===== src/rtl/scarv_uart_tx_arb_if.sv =====
// scarv_uart_tx_arb_if: requester/serialiser handshake bundle for scarv_uart_tx_arb
interface scarv_uart_tx_arb_if #(parameter int NREQ = 2);
  logic [NREQ-1:0]   req_valid;
  logic [8*NREQ-1:0] req_data;
  logic [NREQ-1:0]   req_last;
  logic [NREQ-1:0]   req_ready;
  logic              tx_valid;
  logic [7:0]        tx_data;
  logic              tx_ready;
  logic [NREQ-1:0]   grant;
  logic              busy;
  logic              timeout_evt;
  modport master (
    output req_valid, req_data, req_last, tx_ready,
    input  req_ready, tx_valid, tx_data, grant, busy, timeout_evt
  );
  modport slave (
    input  req_valid, req_data, req_last, tx_ready,
    output req_ready, tx_valid, tx_data, grant, busy, timeout_evt
  );
endinterface


===== src/rtl/scarv_uart_tx_arb.sv =====
// scarv_uart_tx_arb: message-locked round-robin arbiter for the shared UART TX channel
// Optional idle-owner forced release is built when SCARV_UART_ARB_TIMEOUT_EN is defined
module scarv_uart_tx_arb #(
  parameter int NREQ    = 2,
  parameter int TIMEOUT = 255
) (
  input logic                g_clk,
  input logic                g_resetn,
  scarv_uart_tx_arb_if.slave bus
);
  localparam int PW = $clog2(NREQ);
  typedef enum logic {IDLE, LOCKED} state_t;
  state_t          state_q, state_d;
  logic [NREQ-1:0] grant_q, grant_d, pick;
  logic [PW-1:0]   rr_ptr_q, rr_ptr_d, owner, owner_nxt, j;
  logic [7:0]      data_sel;
  logic            found, last_sel, hs, tmo, rel;
  if (NREQ < 2 || NREQ > 8 || TIMEOUT < 1) begin : g_bad_param
    $error("scarv_uart_tx_arb: NREQ must be 2..8 and TIMEOUT >= 1");
  end
  // first valid requester at or after rr_ptr, wrapping
  always_comb begin
    pick  = '0;
    found = 1'b0;
    j     = '0;
    for (int i = 0; i < NREQ; i++) begin
      j = PW'((int'(rr_ptr_q) + i) % NREQ);
      if (!found && bus.req_valid[j]) begin
        pick[j] = 1'b1;
        found   = 1'b1;
      end
    end
  end
  always_comb begin
    owner    = '0;
    data_sel = '0;
    for (int i = 0; i < NREQ; i++) begin
      if (grant_q[i]) begin
        owner    = PW'(i);
        data_sel = bus.req_data[8*i +: 8];
      end
    end
  end
  assign owner_nxt     = (owner == PW'(NREQ - 1)) ? '0 : owner + PW'(1);
  assign bus.tx_valid  = |(grant_q & bus.req_valid);
  assign bus.tx_data   = data_sel;
  assign bus.req_ready = grant_q & {NREQ{bus.tx_ready}};
  assign bus.grant     = grant_q;
  assign bus.busy      = |grant_q;
  assign last_sel      = |(grant_q & bus.req_last);
  assign hs            = bus.tx_valid & bus.tx_ready;
  assign rel           = (hs & last_sel) | tmo;
`ifdef SCARV_UART_ARB_TIMEOUT_EN
  localparam int CW = (TIMEOUT > 255) ? $clog2(TIMEOUT + 1) : 8;
  logic [CW-1:0] cnt_q, cnt_d;
  logic          evt_q;
  // only counts while the owner offers nothing, so a pending byte is never abandoned
  assign tmo   = (state_q == LOCKED) && !bus.tx_valid && (cnt_q == CW'(TIMEOUT - 1));
  assign cnt_d = (state_q == IDLE || bus.tx_valid || tmo) ? '0 : cnt_q + CW'(1);
  always_ff @(posedge g_clk or negedge g_resetn) begin
    if (!g_resetn) begin
      cnt_q <= '0;
      evt_q <= 1'b0;
    end else begin
      cnt_q <= cnt_d;
      evt_q <= tmo;
    end
  end
  assign bus.timeout_evt = evt_q;
`else
  assign tmo             = 1'b0;
  assign bus.timeout_evt = 1'b0;
`endif
  always_ff @(posedge g_clk or negedge g_resetn) begin
    if (!g_resetn) begin
      state_q  <= IDLE;
      grant_q  <= '0;
      rr_ptr_q <= '0;
    end else begin
      state_q  <= state_d;
      grant_q  <= grant_d;
      rr_ptr_q <= rr_ptr_d;
    end
  end
  always_comb begin
    state_d  = state_q;
    grant_d  = grant_q;
    rr_ptr_d = rr_ptr_q;
    if (state_q == IDLE) begin
      if (|bus.req_valid) begin
        state_d = LOCKED;
        grant_d = pick;
      end
    end else if (rel) begin
      state_d  = IDLE;
      grant_d  = '0;
      rr_ptr_d = owner_nxt;
    end
  end
endmodule


===== src/flat_wrapper.sv =====
// flat-port wrapper written by rule: the top's interface ports become plain ports
module scarv_uart_tx_arb_flat 
#(
  parameter int NREQ    = 2,
  parameter int TIMEOUT = 255
)
  (g_clk, g_resetn, bus_req_valid, bus_req_data, bus_req_last, bus_tx_ready, bus_req_ready, bus_tx_valid, bus_tx_data, bus_grant, bus_busy, bus_timeout_evt);
  scarv_uart_tx_arb_if #(.NREQ(NREQ)) bus_i ();
  input logic g_clk;
  input logic g_resetn;
  input wire logic [$bits(bus_i.req_valid)-1:0] bus_req_valid;
  input wire logic [$bits(bus_i.req_data)-1:0] bus_req_data;
  input wire logic [$bits(bus_i.req_last)-1:0] bus_req_last;
  input wire logic [$bits(bus_i.tx_ready)-1:0] bus_tx_ready;
  output wire logic [$bits(bus_i.req_ready)-1:0] bus_req_ready;
  output wire logic [$bits(bus_i.tx_valid)-1:0] bus_tx_valid;
  output wire logic [$bits(bus_i.tx_data)-1:0] bus_tx_data;
  output wire logic [$bits(bus_i.grant)-1:0] bus_grant;
  output wire logic [$bits(bus_i.busy)-1:0] bus_busy;
  output wire logic [$bits(bus_i.timeout_evt)-1:0] bus_timeout_evt;
  assign bus_i.req_valid = bus_req_valid;
  assign bus_i.req_data = bus_req_data;
  assign bus_i.req_last = bus_req_last;
  assign bus_i.tx_ready = bus_tx_ready;
  assign bus_req_ready = bus_i.req_ready;
  assign bus_tx_valid = bus_i.tx_valid;
  assign bus_tx_data = bus_i.tx_data;
  assign bus_grant = bus_i.grant;
  assign bus_busy = bus_i.busy;
  assign bus_timeout_evt = bus_i.timeout_evt;
  scarv_uart_tx_arb #(.NREQ(NREQ), .TIMEOUT(TIMEOUT)) u_core (.g_clk(g_clk), .g_resetn(g_resetn), .bus(bus_i));
endmodule

===== config.mk =====
export PLATFORM = sky130hd
export DESIGN_NAME = scarv_uart_tx_arb_flat
export DESIGN_NICKNAME = d
export VERILOG_FILES = /design/src/rtl/scarv_uart_tx_arb_if.sv /design/src/rtl/scarv_uart_tx_arb.sv /design/src/flat_wrapper.sv
export SDC_FILE = /design/constraint.sdc
export NUM_CORES = 1
export LEC_CHECK = 0
export CAP_MARGIN = 20
export CORE_MARGIN = 3
export CORE_UTILIZATION = 28
export DETAILED_ROUTE_END_ITERATION = 10
export GPL_ROUTABILITY_DRIVEN = 0
export PLACE_DENSITY = 0.78
export SLEW_MARGIN = 40
export SYNTH_ARGS = -nofsm -noshare
export SYNTH_HDL_FRONTEND = slang
export SYNTH_SLANG_ARGS = --single-unit

===== constraint.sdc =====
create_clock -name g_clk -period 1.3 [get_ports g_clk]
set_input_delay 0.26 -clock g_clk [delete_from_list [all_inputs] [get_ports g_clk]]
set_output_delay 0.26 -clock g_clk [all_outputs]
set_load 0.05 [all_outputs]

==> metrics <==
Clock Pin Slew Worst Setup and Hold Paths=roughly 0.05 ns; worst path cell trace=nor2b_4, buf_12, a22o_4, buf_12; CORE AREA=0.00119 mm2; root buffer cell=clkbuf_4; clock skew=around 0.004 ns; Hold Vio Cnt, Final=0; top post-synthesis cells by count=8 x a22o_1, 5 x nand2_1, 4 x dfrtp_1, 4 x o21ai_0, 3 x inv_1; CP delay by family, top=flip-flops; CP most frequent cell=buf_12; first-pass GRT wire length=3.13 mm; Syn Inst Count=44; Die Ht=between 40 and 50 um; failing checks=setup timing; Mapped Area=~380 um2; syn_nets=between 60 and 70; worst setup margin=-0.293 ns; GRT Total Usage=0.238; Largest stage delay, worst path=0.42 ns; # IOs=38; Post-synth EDFFs=0; dominant cells by area after synthesis=dfrtp_1 26%, a22o_1 18%, buf_6 5.9%; Layout fillers=23; fraction of registers with async set or reset after synthesis=1.00; Clk network pwr share=0.080; post-layout util=0.963; Switch Pwr=around 1.1 mW; max_cap viols=0; port bufs=36; Hold Path Class=in -> async; initial antenna violation count=0; TritonCTS Buffers=3; Synth area leader=dfrtp_1; clk buf depth=2; Power per Cell Area=roughly 2200 mW/mm2; Slowest cell on crit path=dfrtp_2; drt wl/cell=around 24 um; static leakage=~0.5 nW; placed inst area=~950 um2; Die ar.=0.00183 mm2; nets@finish=114; vias in the first global route=slightly above 600; CTS tree=done; antenna-violating nets left=0; CP Data Required Time=roughly 1.0 ns; synth unique cells=21; Post-Syn Area per Cell=roughly 8.6 um2; Worst VDD drop=~1.4 mV; dominant synthesized flop cell=dfrtp_1; Post-Route WL=between 2 and 3 mm; Max FO, Critical Path=7; Worst Path Arrival=about 1.3 ns; crit start category=flop; pin count of the biggest net entering global routing=8; Crit Path Class=reg -> out; starting density of the core=0.320; unrepaired setup endpoints after global routing=true; clock sinks=4; Worst Setup End Kind=primary output; share of post-route cells with drive strength above 1=0.533; cell row count=12; initial drt markers=11; Pwr Total=2.50 mW; outcome=complete, but fails checks; share of the synthesized area in the top cell type=0.264; total number of vias=about 580; post-synthesis sequential area ratio=0.264; fin crit period=1.59 ns; Final Max Slew Viols=0; antenna cell count=0; H-Tree Depth=1; setup violators final=17; die width=roughly 43 um; grt ovf=0; most frequent cell after synthesis=a22o_1; TritonRoute pass-1 iters=4; DRC=0; cell area after layout=approximately 0.0011 mm2; Int Power=between 1 and 1.5 mW; synth warn=0; later-pin clock latency in the skew report=roughly 0.25 ns; Max Clk Rate=between 600 and 700 MHz; Buf+Inv Stages, Crit Path=2; synthesized flop and latch total=4; setup TNS=-3.18 ns; ratio of final minimum period to clock period=1.23; part of the power in registers=0.090; combinational share of power=0.830; drt via density=approximately 5.5; Net Sw Frac=0.458; Syn-to-layout area delta=201%
cell type report:
| cell class | count | area (um2) | area share |
|---|---|---|---|
| Clock buffer | 4 | 26.3 | 0.0230 |
| Sequential cell | 4 | 103 | 0.0898 |
| Timing Repair Buffer | 47 | 644 | 0.564 |
| Multi-Input combinational cell | 32 | 340 | 0.298 |
| Tap cell | 14 | 17.5 | 0.0153 |
| Inverter | 3 | 11.3 | 0.00986 |
state kept, by name, summed over array words and instances (netlist names):
signal / count
u_core.state_q: 1
u_core.rr_ptr_q: 1
u_core.bus.grant: 2
stage by stage:
stage | worst slack, ns | std cells | hold WS [ns]
3_3_place_gp | -0.249 | 93 | 0.469
4_1_cts | -0.242 | 102 | 0.222
3_5_place_dp | -0.263 | 93 | 0.471
5_1_grt | -0.301 | 104 | 0.229
6_report | -0.293 | 104 | 0.206
2_1_floorplan | -0.105 | 44 | -0.0356
power by group through the flow:
stage	registers [mW]	logic (mW)	clock network, mW
6_report	0.223	2.07	0.200
5_1_grt	0.226	2.12	0.206
4_1_cts	0.219	1.93	0.172
3_5_place_dp	0.188	1.68	0
3_3_place_gp	0.186	1.66	0
2_1_floorplan	0.231	0.910	0
cells by family after synthesis:
kind of cell	count (synthesis)	share of synthesized area
other	1	0.00989
multiplexers	1	0.0264
AO/OA/AOI/OAI	16	0.366
buffers and inverters	8	0.142
AND/OR/NAND/NOR	14	0.191
flip-flops	4	0.264
timing repair:
action                     in CTS  in global routing
cloned                          1                  0
setup endpoints to repair      13                 16
pin swaps                       5                  2
hold buffers                    0                  0
gates resized for setup        21                  8
setup buffers                   4                  3
routing by layer:
| layer | routed length, um | part of all wire | vias up | track usage |
|---|---|---|---|---|
| met1 | 856 | 0.34 | 271 | 0.262 |
| met5 | 0 | 0 | - | 0 |
| met3 | 176 | 0.070 | 15 | 0.0254 |
| met4 | 135 | 0.054 | 0 | 0.0994 |
| met2 | 1340 | 0.53 | 42 | 0.449 |
| li1 | - | - | 248 | - |
final timing paths:
path                                          start                   to  slack (ns)  cells past startpoint
worst max-delay path            u_core.bus.grant[0]       bus_tx_data[3]       -0.29                      4
min in group g_clk                   u_core.state_q       u_core.state_q        0.62                      2
max in group asynchronous                  g_resetn  u_core.bus.grant[1]        0.91                      1
worst min-delay path                       g_resetn  u_core.bus.grant[0]        0.21                      1
worst min register to register       u_core.state_q       u_core.state_q        0.62                      2
worst max register to register  u_core.bus.grant[1]      u_core.rr_ptr_q       -0.10                      5
layout by cell type (no fill, tap or decap), types with 2 or more instances in the layout:
cell type,Yosys,final
inv_1,3,3
buf_6,2,4
buf_12,0,16
o21ai_1,0,2
nand2_1,5,4
clkdlybuf4s50_1,0,19
a22o_4,0,8
clkbuf_4,0,3
dlygate4sd2_1,0,3
dfrtp_1,4,2
buf_4,2,3
and2_4,0,2
dfrtp_2,0,2
No activity file was read; power rests on OpenSTA's default activity.
